==> src/rtl/pipe_ctrl.sv <==
// pipe_ctrl: stall/flush sequencer for the 5-stage pipeline.
// Arbitrates halt, data-memory wait, mult/div handshake, taken branches and
// load-use hazards into per-stage register enables and flushes. It also keeps
// a saturating count of cycles in which the PC did not advance.
// Ports:
//   clk, rst_n                 clock, asynchronous active-low reset
//   loaduse, branch            registered hazard requests
//   md_req, md_done            mult/div request from EX, result-valid pulse
//   mem_wait, halt             data memory busy, halt retiring in WB
//   pc_en .. mem_wb_en         per-stage register enables (combinational)
//   if_id_flush .. ex_mem_flush  per-stage NOP insertion (combinational)
//   md_start                   one-cycle start pulse to mult/div (combinational)
//   md_err                     sticky mult/div timeout flag (registered)
//   stall_cnt                  saturating count of pc_en=0 cycles (registered)
module pipe_ctrl #(
  parameter int unsigned MD_MAX = 64,
  parameter int unsigned CNT_W  = 32
) (
  input  logic             clk,
  input  logic             rst_n,
  input  logic             loaduse,
  input  logic             branch,
  input  logic             md_req,
  input  logic             md_done,
  input  logic             mem_wait,
  input  logic             halt,
  output logic             pc_en,
  output logic             if_id_en,
  output logic             id_ex_en,
  output logic             ex_mem_en,
  output logic             mem_wb_en,
  output logic             if_id_flush,
  output logic             id_ex_flush,
  output logic             ex_mem_flush,
  output logic             md_start,
  output logic             md_err,
  output logic [CNT_W-1:0] stall_cnt
);

  localparam int unsigned MCW = (MD_MAX > 1) ? $clog2(MD_MAX) : 1;
  localparam logic [MCW-1:0] MD_LAST = MCW'(MD_MAX - 1);

  typedef enum logic [1:0] {
    S_RUN  = 2'd0,
    S_MD   = 2'd1,
    S_HALT = 2'd2
  } state_t;

  state_t         state;
  state_t         state_nxt;
  logic [MCW-1:0] md_cnt;
  logic [MCW-1:0] md_cnt_nxt;
  logic           md_err_set;

  // State, mult/div wait counter, sticky error and stall counter
  always_ff @(posedge clk or negedge rst_n) begin
    if (!rst_n) begin
      state     <= S_RUN;
      md_cnt    <= '0;
      md_err    <= 1'b0;
      stall_cnt <= '0;
    end else begin
      state  <= state_nxt;
      md_cnt <= md_cnt_nxt;
      md_err <= md_err | md_err_set;
      if (!pc_en && (stall_cnt != {CNT_W{1'b1}}))
        stall_cnt <= stall_cnt + CNT_W'(1);
    end
  end

  // Next state and stage controls; one action per cycle in RUN by priority
  always_comb begin
    state_nxt    = state;
    md_cnt_nxt   = md_cnt;
    md_err_set   = 1'b0;
    pc_en        = 1'b1;
    if_id_en     = 1'b1;
    id_ex_en     = 1'b1;
    ex_mem_en    = 1'b1;
    mem_wb_en    = 1'b1;
    if_id_flush  = 1'b0;
    id_ex_flush  = 1'b0;
    ex_mem_flush = 1'b0;
    md_start     = 1'b0;

    case (state)
      S_RUN: begin
        if (halt) begin
          {pc_en, if_id_en, id_ex_en, ex_mem_en, mem_wb_en} = 5'b0;
          state_nxt = S_HALT;
        end else if (mem_wait) begin
          {pc_en, if_id_en, id_ex_en, ex_mem_en, mem_wb_en} = 5'b0;
        end else if (md_req) begin
          // Hold IF..EX on the mult/div, bubble into MEM, let WB drain
          md_start     = 1'b1;
          {pc_en, if_id_en, id_ex_en, ex_mem_en} = 4'b0;
          ex_mem_flush = 1'b1;
          md_cnt_nxt   = '0;
          state_nxt    = S_MD;
        end else if (branch) begin
          // Wrong-path instructions in IF/ID are squashed; loaduse is moot
          if_id_flush = 1'b1;
          id_ex_flush = 1'b1;
        end else if (loaduse) begin
          pc_en       = 1'b0;
          if_id_en    = 1'b0;
          id_ex_flush = 1'b1;
        end
      end

      S_MD: begin
        // MEM/WB cannot advance while data memory is busy
        mem_wb_en = ~mem_wait;
        if (halt) begin
          {pc_en, if_id_en, id_ex_en, ex_mem_en, mem_wb_en} = 5'b0;
          state_nxt = S_HALT;
        end else if (md_done || (md_cnt == MD_LAST)) begin
          // Result (or timeout) releases the pipeline this cycle
          md_err_set = ~md_done;
          state_nxt  = S_RUN;
        end else begin
          {pc_en, if_id_en, id_ex_en, ex_mem_en} = 4'b0;
          ex_mem_flush = 1'b1;
          md_cnt_nxt   = md_cnt + MCW'(1);
        end
      end

      S_HALT: begin
        {pc_en, if_id_en, id_ex_en, ex_mem_en, mem_wb_en} = 5'b0;
      end

      default: begin
        state_nxt = S_RUN;
      end
    endcase
  end

endmodule

==> config.mk <==
export PLATFORM = sky130hd
export DESIGN_NAME = pipe_ctrl
export DESIGN_NICKNAME = d
export VERILOG_FILES = /design/src/rtl/pipe_ctrl.sv
export SDC_FILE = /design/constraint.sdc
export NUM_CORES = 1
export LEC_CHECK = 0
export CAP_MARGIN = 10
export CORE_MARGIN = 1.5
export CORE_UTILIZATION = 50
export CTS_BUF_LIST = sky130_fd_sc_hd__clkbuf_16
export CTS_CLUSTER_DIAMETER = 30
export DETAILED_ROUTE_END_ITERATION = 7
export DONT_BUFFER_PORTS = 1
export PLACE_DENSITY = 0.71
export SYNTH_ARGS = -nofsm -noshare
export SYNTH_HDL_FRONTEND = slang
export SYNTH_SLANG_ARGS = --single-unit
export TNS_END_PERCENT = 20
==> constraint.sdc <==
create_clock -name clk -period 4.3 [get_ports clk]
set_input_delay 0.215 -clock clk [delete_from_list [all_inputs] [get_ports clk]]
set_output_delay 0.215 -clock clk [all_outputs]
set_load 0.02 [all_outputs]
==> reports/qor.yml <==
worst_setup_path:
  cp.arrival_ns: 2.62
  critPathKind: "flip-flop to flip-flop"
  cp-end-kind: "flip-flop"
  regToRegEndpoint: "stall_cnt[7]"
  r2r_slack_ns: 1.83
  r2r_start: "md_cnt[0]"
  critPathMaxFanout: 16
  reg2reg_depth: 7
  cp.required_ns: 4.44
  crit_path_start_kind: "flip-flop"
timing:
  rsz0062_at_grt: "false"
  fmax_ghz: 0.404
  fin_setup_tns_ns: 0
  setup_slack_ns: 1.83
  worst_slew_pin_slew_ns: 0.708
  period_needed_ns: 2.47
  finalHoldViolCount: 0
  finalCritPeriodShare: 0.575
  timing.final.max_slew_violations: 0
  fin_worst_skew_ns: 0.00391
  slew_headroom: 0.528
  setup_viol: 0
  whs_ns: 0.0751
cells_and_area:
  final_common_cell: "dfrtp_1"
  instances_no_fill: 258
  drive_above_1_share: 0.0913
  utilization: 0.573
  areaGrowthSynthToFinish_pct: 8.66
  antenna_cells: 0
  design_area_mm2: 0.00231
  layout_common_cells: "dfrtp_1, xnor2_1, nand3_1, nand2_1"
  finalNetCount: 217
floorplanning:
  dieHeight_um: 68.2
  initial_utilization: 0.527
  rows: 23
  die-area_mm2: 0.00465
  num_io_pins: 50
  core_area_mm2: 0.00403
  die_w_um: 68.2
clock_network:
  cts_made_buffers: 5
  htreeDepth: 2
  cts_buffer_depth: 2
  post_cts_resized: 0
  cts_tree: "yes"
  clock-sinks: 41
  clock_latency_ns: 0.28
  root_buffer: "clkbuf_16"
  path_clk_slew_ns: 0.06
  cts_setup_buffers: 0
place:
  gp_congestion: 0.834
  dp_cells: 248
  dp_hpwl_mm: 3.13
  dpl_cell_area_mm2: 0.00214
  dpl_worst_slack_ns: 1.85
  portBuffers: 0
detailed_routing:
  drt-total-wl_mm: 4.33
  vias_per_cell: 6.00
  dr.pass1.iters: 4
  postRouteAntennaNets: 0
  vias: 1547
  drtIter0Drc: 60
  drcViolationCount: 0
  wl_per_cell_um: 16.8
hold_path:
  hold_path_end: "state[1]"
  min_from: "halt"
  min_path_type: "primary input to flip-flop"
  worstHoldPathCells: 2
global_routing:
  track_usage: 0.208
  grt_start_max_net_pins: 42
  overflow: 0
  grt_antenna_before_repair: 0
  grt_pass1_wl_mm: 7.09
  grt_pass1_vias: 1573
synth:
  ys.warnings.count: 0
  netlist_area_mm2: 0.00212
  ys.flop_type: "dfrtp_1"
  async_flop_share: 1.00
  syn_nets: 215
  synth_edf_count: 0
  synth.yosys.seq_area_share: 0.483
  ys_types: 41
  syn_avg_cell_area_um2: 10.4
  syn_inst: 205
  ys_ff_latch: 41
pwr:
  leakagePower_nw: 1.00
  power_density_mw_per_mm2: 426
  power_uw: 983
  ir_drop_uv: 361
status:
  status: "finished, final reports clean"
job:
  cap_viol_max_count: 0
[metal layers]
layer  track usage  part of all wire
met1         0.254              0.41
met2         0.343              0.51
met3        0.0674             0.072
met4        0.0775            0.0076
met5             0                 0
[Yosys cell counts, types with 2 or more instances]
library cell  number  area, um^2
a21oi_1            2        10.0
and2_1             6        37.5
and3_1             6        37.5
and4_1             2        17.5
buf_4              3        22.5
clkbuf_1           3        11.3
dfrtp_1           41        1030
ha_1               2        25.0
inv_1              8        30.0
nand2_1           14        52.6
nand3_1           22         110
nand3_2            2        20.0
nand4_1           11        68.8
nor2_1             9        33.8
nor2b_1            2        12.5
nor3_1             8        40.0
nor3_2             3        30.0
nor4_1             2        12.5
o21ai_0            7        35.0
xnor2_1           25         219
xor2_1             7        61.3
[critical path, cell delays in order (launching register included)]
cell      delay, ns
dfrtp_1        0.40
ha_1           0.25
nand4_1        0.14
o21bai_1       0.11
a211o_4        0.44
a41oi_2        0.61
nand3_1        0.21
xnor2_1        0.17
[flip-flops by register name (all words and copies together) (netlist names)]
signal	cells
md_cnt	6
md_err	1
stall_cnt	32
state	2
[report_power, final]
part           internal, mW  switching [mW]  total (mW)
Clock                 0.208           0.132       0.340
Combinational        0.0477          0.0556       0.103
Sequential            0.427           0.113       0.540
[timing repair]
action / in CTS / in global routing
setup endpoints to repair: 0 / 0
endpoints found under the hold margin: 41 / 0
hold buffers: 2 / 0
[logic make-up (layout without fill, tap and decap cells)]
logic type                 Yosys count  after routing  share of synthesized area
AOI/OAI and AO/OA                   17             17                     0.0601
xor gates and xnor gates            32             32                      0.132
adders and majority gates            2              2                     0.0118
buffers and inverters               15             18                     0.0353
DFF                                 41             41                      0.483
muxes                                1              1                    0.00471
and+or+nand+nor                     97             97                      0.273
[worst max-delay path by stage]
| stage | to | slack, ns | cells past startpoint | from |
|---|---|---|---|---|
| floorplan | stall_cnt[15] | 2.22 | 8 | md_cnt[0] |
| global placement | stall_cnt[29] | 1.92 | 7 | md_cnt[0] |
| detailed placement | stall_cnt[7] | 1.85 | 7 | md_cnt[0] |
| CTS | stall_cnt[7] | 1.83 | 7 | md_cnt[0] |
| global route | stall_cnt[8] | 1.65 | 7 | md_cnt[0] |
| finish | stall_cnt[7] | 1.83 | 7 | md_cnt[0] |
[area by class of cell]
| cell class | count | area [um^2] |
|---|---|---|
| fill | 370 | 1720 |
| inverter | 8 | 30.0 |
| timing repair buffer | 2 | 30.0 |
| clock buffer | 5 | 125 |
| sequential | 41 | 1030 |
| multi-input combinational | 149 | 1020 |
| clock inverter | 3 | 11.3 |
| tap | 50 | 62.6 |
Note: power is estimated with default switching activity, not from simulation.
